File: src/rtl/spi_slave_if.sv
// SPI responder: shifts a word out on miso_o while shifting a word in from mosi_i.
// All SPI pins are brought into clk_i through synchronizers, and the serial
// protocol then runs from edges detected on the synchronized sclk.
module spi_slave_if #(
  parameter int DATA_WIDTH  = 8,
  parameter int SYNC_STAGES = 2
) (
  input  logic                  clk_i,
  input  logic                  rst_ni,
  input  logic                  cpol_i,
  input  logic                  cpha_i,
  input  logic                  sclk_i,
  input  logic                  ss_ni,
  input  logic                  mosi_i,
  output logic                  miso_o,
  output logic                  miso_oe_o,
  input  logic [DATA_WIDTH-1:0] din_i,
  input  logic                  din_valid_i,
  output logic                  din_ready_o,
  output logic [DATA_WIDTH-1:0] dout_o,
  output logic                  rx_done_tick_o,
  output logic                  abort_tick_o,
  output logic                  busy_o
);

  localparam int CNT_W = (DATA_WIDTH > 1) ? $clog2(DATA_WIDTH) : 1;
  localparam logic [CNT_W-1:0] LAST_BIT = CNT_W'(DATA_WIDTH - 1);

  typedef enum logic [1:0] {IDLE, LOAD, SHIFT} state_t;

  state_t                  state_q, state_d;
  logic [SYNC_STAGES-1:0]  sclk_sync_q, sclk_sync_d;
  logic [SYNC_STAGES-1:0]  ss_sync_q, ss_sync_d;
  logic [SYNC_STAGES-1:0]  mosi_sync_q, mosi_sync_d;
  logic                    sclk_prev_q, sclk_prev_d;
  logic                    ss_prev_q, ss_prev_d;
  logic [DATA_WIDTH-1:0]   tx_q, tx_d;
  logic [DATA_WIDTH-1:0]   rx_q, rx_d;
  logic [DATA_WIDTH-1:0]   hold_q, hold_d;
  logic                    hold_valid_q, hold_valid_d;
  logic [DATA_WIDTH-1:0]   dout_q, dout_d;
  logic [CNT_W-1:0]        cnt_q, cnt_d;
  logic                    miso_q, miso_d;
  logic                    fresh_q, fresh_d;
  logic                    rx_done_q, rx_done_d;
  logic                    abort_q, abort_d;

  logic                    sclk_s, ss_s, mosi_s;
  logic                    lead_edge, trail_edge, sample_edge, drive_edge;
  logic                    ss_fall, word_end, load_now;
  logic [DATA_WIDTH-1:0]   load_word, rx_next, tx_shifted;

  assign sclk_s      = sclk_sync_q[SYNC_STAGES-1];
  assign ss_s        = ss_sync_q[SYNC_STAGES-1];
  assign mosi_s      = mosi_sync_q[SYNC_STAGES-1];
  assign lead_edge   = (sclk_s != sclk_prev_q) && (sclk_s != cpol_i);
  assign trail_edge  = (sclk_s != sclk_prev_q) && (sclk_s == cpol_i);
  assign sample_edge = cpha_i ? trail_edge : lead_edge;
  assign drive_edge  = cpha_i ? lead_edge : trail_edge;
  assign ss_fall     = ss_prev_q && !ss_s;
  assign word_end    = (state_q == SHIFT) && sample_edge && (cnt_q == LAST_BIT);
  // A shifter load happens in LOAD and at each word end while still selected.
  assign load_now    = (state_q == LOAD) || (word_end && !ss_s);
  assign load_word   = hold_valid_q ? hold_q : '0;
  assign rx_next     = (rx_q << 1) | DATA_WIDTH'(mosi_s);
  assign tx_shifted  = tx_q << 1;

  assign din_ready_o    = !hold_valid_q && !load_now;
  assign miso_o         = miso_q;
  assign miso_oe_o      = (state_q != IDLE);
  assign busy_o         = (state_q != IDLE);
  assign dout_o         = dout_q;
  assign rx_done_tick_o = rx_done_q;
  assign abort_tick_o   = abort_q;

  // State and datapath registers, all cleared asynchronously.
  always_ff @(posedge clk_i or negedge rst_ni) begin
    if (!rst_ni) begin
      state_q      <= IDLE;
      sclk_sync_q  <= '0;
      ss_sync_q    <= '1;
      mosi_sync_q  <= '0;
      sclk_prev_q  <= 1'b0;
      ss_prev_q    <= 1'b1;
      tx_q         <= '0;
      rx_q         <= '0;
      hold_q       <= '0;
      hold_valid_q <= 1'b0;
      dout_q       <= '0;
      cnt_q        <= '0;
      miso_q       <= 1'b0;
      fresh_q      <= 1'b0;
      rx_done_q    <= 1'b0;
      abort_q      <= 1'b0;
    end else begin
      state_q      <= state_d;
      sclk_sync_q  <= sclk_sync_d;
      ss_sync_q    <= ss_sync_d;
      mosi_sync_q  <= mosi_sync_d;
      sclk_prev_q  <= sclk_prev_d;
      ss_prev_q    <= ss_prev_d;
      tx_q         <= tx_d;
      rx_q         <= rx_d;
      hold_q       <= hold_d;
      hold_valid_q <= hold_valid_d;
      dout_q       <= dout_d;
      cnt_q        <= cnt_d;
      miso_q       <= miso_d;
      fresh_q      <= fresh_d;
      rx_done_q    <= rx_done_d;
      abort_q      <= abort_d;
    end
  end

  // Synchronizer chains plus the one-cycle history used for edge detection.
  always_comb begin
    sclk_sync_d = {sclk_sync_q[SYNC_STAGES-2:0], sclk_i};
    ss_sync_d   = {ss_sync_q[SYNC_STAGES-2:0], ss_ni};
    mosi_sync_d = {mosi_sync_q[SYNC_STAGES-2:0], mosi_i};
    sclk_prev_d = sclk_s;
    ss_prev_d   = ss_s;
  end

  // Next-state logic: select starts a frame, deselect always returns to IDLE.
  always_comb begin
    state_d = state_q;
    case (state_q)
      IDLE:    if (ss_fall) state_d = LOAD;
      LOAD:    state_d = ss_s ? IDLE : SHIFT;
      SHIFT:   if (ss_s) state_d = IDLE;
      default: state_d = IDLE;
    endcase
  end

  // Shifters, bit counter, holding register and the tick outputs.
  always_comb begin
    tx_d         = tx_q;
    rx_d         = rx_q;
    hold_d       = hold_q;
    hold_valid_d = hold_valid_q;
    dout_d       = dout_q;
    cnt_d        = cnt_q;
    miso_d       = miso_q;
    fresh_d      = fresh_q;
    rx_done_d    = 1'b0;
    abort_d      = 1'b0;

    if (din_valid_i && din_ready_o) begin
      hold_d       = din_i;
      hold_valid_d = 1'b1;
    end else if (load_now) begin
      hold_d       = '0;
      hold_valid_d = 1'b0;
    end

    case (state_q)
      IDLE: begin
        miso_d  = 1'b0;
        cnt_d   = '0;
        fresh_d = 1'b0;
      end
      LOAD: begin
        tx_d    = load_word;
        rx_d    = '0;
        cnt_d   = '0;
        fresh_d = 1'b0;
        miso_d  = (!cpha_i && !ss_s) ? load_word[DATA_WIDTH-1] : 1'b0;
      end
      SHIFT: begin
        if (sample_edge) begin
          rx_d = rx_next;
          if (cnt_q == LAST_BIT) begin
            dout_d    = rx_next;
            rx_done_d = 1'b1;
            cnt_d     = '0;
            if (!ss_s) begin
              tx_d    = load_word;
              fresh_d = !cpha_i;
            end
          end else begin
            cnt_d = cnt_q + 1'b1;
          end
        end else if (drive_edge) begin
          if (cpha_i) begin
            miso_d = tx_q[DATA_WIDTH-1];
            tx_d   = tx_shifted;
          end else if (fresh_q) begin
            miso_d  = tx_q[DATA_WIDTH-1];
            fresh_d = 1'b0;
          end else begin
            miso_d = tx_shifted[DATA_WIDTH-1];
            tx_d   = tx_shifted;
          end
        end
        if (ss_s) begin
          miso_d  = 1'b0;
          cnt_d   = '0;
          abort_d = (cnt_q != '0) && !word_end;
        end
      end
      default: begin
        miso_d = 1'b0;
        cnt_d  = '0;
      end
    endcase
  end

endmodule

File: config.mk
export PLATFORM = sky130hd
export DESIGN_NAME = spi_slave_if
export DESIGN_NICKNAME = d
export VERILOG_FILES = /design/src/rtl/spi_slave_if.sv
export SDC_FILE = /design/constraint.sdc
export NUM_CORES = 1
export LEC_CHECK = 0
export ABC_AREA = 1
export CAP_MARGIN = 20
export CORE_ASPECT_RATIO = 0.75
export CORE_MARGIN = 1
export CORE_UTILIZATION = 59
export DETAILED_ROUTE_END_ITERATION = 10
export GPL_TIMING_DRIVEN = 0
export PLACE_DENSITY_LB_ADDON = 0.25
export RECOVER_POWER = 100
export SLEW_MARGIN = 0
export SYNTH_ARGS = -nofsm -noshare
export SYNTH_HDL_FRONTEND = slang
export SYNTH_SLANG_ARGS = --single-unit
File: constraint.sdc
create_clock -name clk_i -period 5.8 [get_ports clk_i]
set_input_delay 1.74 -clock clk_i [delete_from_list [all_inputs] [get_ports clk_i]]
set_output_delay 1.74 -clock clk_i [all_outputs]
set_load 0.1 [all_outputs]
After elaboration in Yosys (flattened, before gate mapping)
Index checks and enable logic that the tools add are counted.
Widths: inputs -> output; s select.
{"block": "word_totals", "output_inout_bits": 14, "ff_bits": 49, "wordCells": 106, "input_bits": 16}
{"block": "classes", "bitwise": 1, "eq_ne": 17, "n_mux": 42, "addsub": 1, "n_reduce_logical": 29}
{"op": "$mux 8", "count": 9}
{"op": "$mux 1", "count": 20}
{"op": "$ne 3x3->1 const B", "count": 6}
{"op": "$pmux 8 s2", "count": 1}
{"op": "$pmux 7 s2", "count": 1}
{"op": "$mux 3", "count": 4}
{"op": "$logic_and 1x1->1", "count": 10}
{"op": "$reduce_and 5->1", "count": 2}
{"op": "$or 8x1->8", "count": 1}
{"op": "$reduce_bool 2->1", "count": 4}
{"op": "$mux 7", "count": 1}
{"op": "$mux 2", "count": 3}
{"op": "$ne 2x2->1 const B", "count": 3}
{"op": "$pmux 2 s3", "count": 1}
{"op": "$reduce_and 2->1", "count": 3}
{"op": "$logic_not 1->1", "count": 5}
{"op": "$ne 4x4->1 const B", "count": 1}
{"op": "$pmux 1 s2", "count": 2}
{"op": "$add 3x1->3 const B", "count": 1}
{"op": "$eq 3x3->1 const B", "count": 1}
{"op": "$ne 3x2->1 const B", "count": 1}
{"op": "$reduce_and 3->1", "count": 1}
{"op": "$reduce_bool 3->1", "count": 1}
{"op": "$eq 2x1->1 const B", "count": 1}
{"op": "6 further kinds", "count": 7}

Longest topological paths before layout
Gate-level depths: netlist of run 1.
{"block": "depth", "word_depth": 11, "depth_mapped": 11, "depth_no_buf": 11}

Worst setup path before layout of run 1
OpenSTA, ideal clock, no wires.
{"block": "synth_timing", "kind": "input to output", "startpoint": "input cpol_i", "endpoint": "output din_ready_o", "path_stages": 9, "n_path_buf": 0, "slack_ps": 421, "arrival_time_ps": 3639, "t_required_ps": 4060, "cell_sequence": "inv_1 -> nand2_1 -> nand3_2 -> nand2_4 -> nand4_4 -> nor2_2 -> nor2_4 -> inv_2 -> nor2_1"}
{"block": "synth_via", "elab_chain_len": 9, "elab_cells_between_ends": 11, "classes_between": "eq/ne (2); mux (1); reduce/logical (8)"}
{"item": "start: declaration", "line_no": "10", "rtl": "input logic cpol_i,"}
{"item": "$ne 1x1->1 or $eq 1x1->1 (tied branches)", "line_no": "56, 57"}
{"item": "$logic_and 1x1->1 (on tied branches)", "line_no": "56, 57"}
{"item": "$mux 1 *", "line_no": "58", "rtl": "assign sample_edge = cpha_i ? trail_edge : lead_edge;"}
{"item": "$logic_and 1x1->1 * (2 in series)", "line_no": "61", "rtl": "assign word_end = (state_q == SHIFT) && sample_edge && (cnt_q == LAST_BIT);"}
{"item": "$logic_and 1x1->1 *", "line_no": "63", "rtl": "assign load_now = (state_q == LOAD) || (word_end && !ss_s);"}
{"item": "$logic_or 1x1->1 *", "line_no": "63"}
{"item": "$logic_not 1->1 *", "line_no": "68", "rtl": "assign din_ready_o = !hold_valid_q && !load_now;"}
{"item": "$logic_and 1x1->1 *", "line_no": "68"}
{"item": "end: declaration", "line_no": "19", "rtl": "output logic din_ready_o,"}
Mark *: on every way between the ends. The rest lies on a longest branch, timed or not.

Final worst setup path of run 1
{"block": "layout_timing", "startpoint": "input cpha_i", "endpoint": "output din_ready_o"}
{"block": "layout_via", "elab_chain_len": 7}
{"item": "start: declaration", "line_no": "11", "rtl": "input logic cpha_i,"}
{"item": "$mux 1", "line_no": "58"}
{"item": "$logic_and 1x1->1 (2 in series)", "line_no": "61"}
{"item": "$logic_and 1x1->1", "line_no": "63"}
{"item": "$logic_or 1x1->1", "line_no": "63"}
{"item": "$logic_not 1->1", "line_no": "68"}
{"item": "$logic_and 1x1->1", "line_no": "68"}
No other way between the ends.

==> results of run 1 <==
==> routing by layer <==
layer	wire (microns)	vias to the layer above
met2	2130	50
met3	210	7
li1	-	920
met5	0	-
met4	61	0
met1	2370	855
==> final cells by class <==
cell class	instances	area [sq um]
buffer	7	42.5
sequential	49	1230
clock buffer	5	68.8
inverter	32	120
fill	292	987
timing repair buffer	29	273
multi-input combinational	166	922
tap	52	65.1
clock inverter	3	47.5
==> per-stage QoR <==
stage	hold WS, ps	worst slack (ps)	util	TNS [ps]
6_report	362	342	0.737	0
4_1_cts	363	28.5	0.757	0
3_5_place_dp	342	-246	0.727	-246
5_1_grt	369	237	0.737	0
2_1_floorplan	331	421	-	0
3_3_place_gp	334	-222	0.723	-222
==> critical path: stages <==
cell and delay, ps:
dlygate4sd3_1 640, inv_2 100, nand3_2 120, nand2_4 80, nand4_4 130, nor2_1 90, nor2_4 210, inv_2 60
nor2_1 90, clkbuf_2 460
==> power by group through the flow <==
stage | Clock (mW) | Sequential (mW) | Combinational, mW
floorplan | 0 | 0.431 | 0.363
global route | 0.269 | 0.438 | 0.494
CTS | 0.255 | 0.431 | 0.468
detailed placement | 0 | 0.438 | 0.468
finish | 0.251 | 0.431 | 0.447
global placement | 0 | 0.435 | 0.457
==> placed cells by master (no fill, tap or decap), types with 5 or more instances in the layout <==
cell             count
nand2_1             69
dfrtp_1             46
inv_1               26
dlygate4sd3_1       17
o21ai_0             11
nand3_1             11
nor2_1              10
nand4_1              9
o22ai_1              9
clkdlybuf4s50_1      9
o21ai_1              8
o2111ai_1            8
clkbuf_1             6
nand3b_1             6
ha_1                 6
nand2_2              5
clkbuf_8             5
==> sequential cells by signal, summed over array words and instances (netlist names) <==
signal          flops
ss_prev_q           1
rx_done_tick_o      1
sclk_sync_q         2
rx_q                7
sclk_prev_q         1
cnt_q               3
hold_valid_q        1
dout_o              8
mosi_sync_q         2
fresh_q             1
miso_o              1
state_q             2
hold_q              8
ss_sync_q           2
abort_tick_o        1
tx_q                8
==> Yosys cell counts <==
cell,n
ha_1,6
nand3b_1,6
nand3_4,1
nor2_1,8
o211ai_1,1
mux2_2,1
nor2_4,3
buf_4,1
nand4_4,1
inv_2,7
nand2_2,5
a21oi_1,2
nand4_1,9
nand2_1,66
a21boi_1,1
o22ai_1,9
dfrtp_1,46
clkinv_1,2
inv_1,23
buf_8,1
o21ai_1,15
nand2_4,5
buf_2,2
nand3_2,4
o2111ai_1,8
nor2_2,1
o21ai_0,3
a21oi_2,1
clkbuf_1,3
o21ai_2,1
nand3_1,9
dfstp_2,3
==> kinds of logic after synthesis <==
kind of cell             Yosys count  synth area share
buffers and inverters             39            0.0692
AO/OA/AOI/OAI                     41             0.109
AND/OR/NAND/NOR                  118             0.266
flip-flops                        49             0.519
adder cells (fa/ha/maj)            6            0.0317
multiplexers                       1           0.00475
==> repair_timing <==
| action | CTS | global route |
|---|---|---|
| endpoints found under the hold margin | 0 | 0 |
| gates resized for setup | 1 | 2 |
| pin swaps | 0 | 0 |
| setup endpoints to repair | 1 | 1 |
==> path summary, 6_finish.rpt <==
kind                                          start  slack (ps)                       end  cells past startpoint
min in group asynchronous                    rst_ni        1570     hold_q[1]$_DFFE_PN0P_                      1
max in group asynchronous                    rst_ni        2240     dout_o[5]$_DFFE_PN0P_                      2
hold reg to reg            mosi_sync_q[0]$_DFF_PN0_         360  mosi_sync_q[1]$_DFF_PN0_                      0
hold / removal             mosi_sync_q[0]$_DFF_PN0_         360  mosi_sync_q[1]$_DFF_PN0_                      0
setup / recovery                             cpha_i         340               din_ready_o                     10
setup reg to reg             state_q[0]$_DFFE_PN0P_        3670       rx_q[6]$_DFFE_PN0P_                      7
==> metrics.cfg, run 1 <==
[clock_network]
clk_latency_ps=310
cts_buffers=5
cts_tree=done
cts_hold_buf=0
htreeDepth=2
post_cts_buffers=0
clockBufferDepth=2
path_clk_slew_ps=90
clock_sinks=49
root_buffer=clkbuf_8

[logic_synthesis]
ys_ff_latch=49
yosysTopAreaCell=dfrtp_1
synthesis.nets=276
ys_seq_area_frac=0.519
synthCells=254
synth_cell_types=32
syn-cell-area_sq_um=2370
avgSynthCellArea_sq_um=9.33
synth_top_area_share=0.486
synthTopCellsByArea=dfrtp_1 49%, nand2_1 10%, inv_1 3.6%
synth-warning-count=0

[run_status]
outcome=complete, but fails checks
violations=max-capacitance violations, max-slew violations

[floorplan]
core_sq_um=3760
fp.dieH_microns=56.9
die_width_microns=75.2
die_area_sq_um=4280
initial_utilization=0.631
io_pins=30
rows=19

[grt]
antenna_found_initial=0
use_met2=0.375
top_usage_layer=met1
grtUsageMet3=0.0521
grt_max_degree=33
met1_usage=0.399
first_global_vias=1761
grtUsageTotal=0.262
grt-ovfl-total=0
grt_pass1_wl_mm=8.20

[power]
vdd_drop_max_uv=293
net-switching-power_mw=0.469
power.share.combinational=0.396
pwr-share-clk=0.222
power_mw=1.13
p_per_area_nw_per_um2=408
switching_share=0.415
p_int_mw=0.661
power_frac_seq=0.382
leakage_nw=1.40

[place]
place_area_sq_um=2730
portBuffers=28
gp_congestion=0.841
dp_hpwl_mm=3.40
dp_cells=335

[timing]
setup_viol=0
finClkSkew_ps=6.56
max_slew.worst_pin.slew_ps=1600
hold_viol=0
fin_crit_sh=0.941
rsz0062_at_grt=no
max_slew_margin=-0.0681
period_needed_ps=5460
fmax_ghz=0.183
slew_violations=33

[route]
num_vias=1832
drtAntennaViolNets=0
vias_per_cell=5.34
dr.pass1.iters=4
drtIter0Drc=144
drcViolationCount=0
drt_wl_total_mm=4.77
routedWlPerCell_microns=13.9

[setup_path]
start_kind=input pin
critPathMaxFanout=10
arrival_ps=3720
required_ps=4060
end_kind=output pin
crit_type=input pin to output pin

[min_path]
min_path_type=flop to flop

[cells_and_area]
drive_gt1_frac=0.113
n_antenna_cell=0
instances_no_fill=343
area_growth_pct=16.8
design_area_sq_um=2770
fin_nets=312

[run]
drv_cap=1

Power figures use the tool's default switching activity.
==> inputs of run 2 (changes only) <==
- SLEW_MARGIN: 0 -> not set
==> results of run 2 <==
Same layout as run 1: the final DEF is identical, and so are final timing and power.
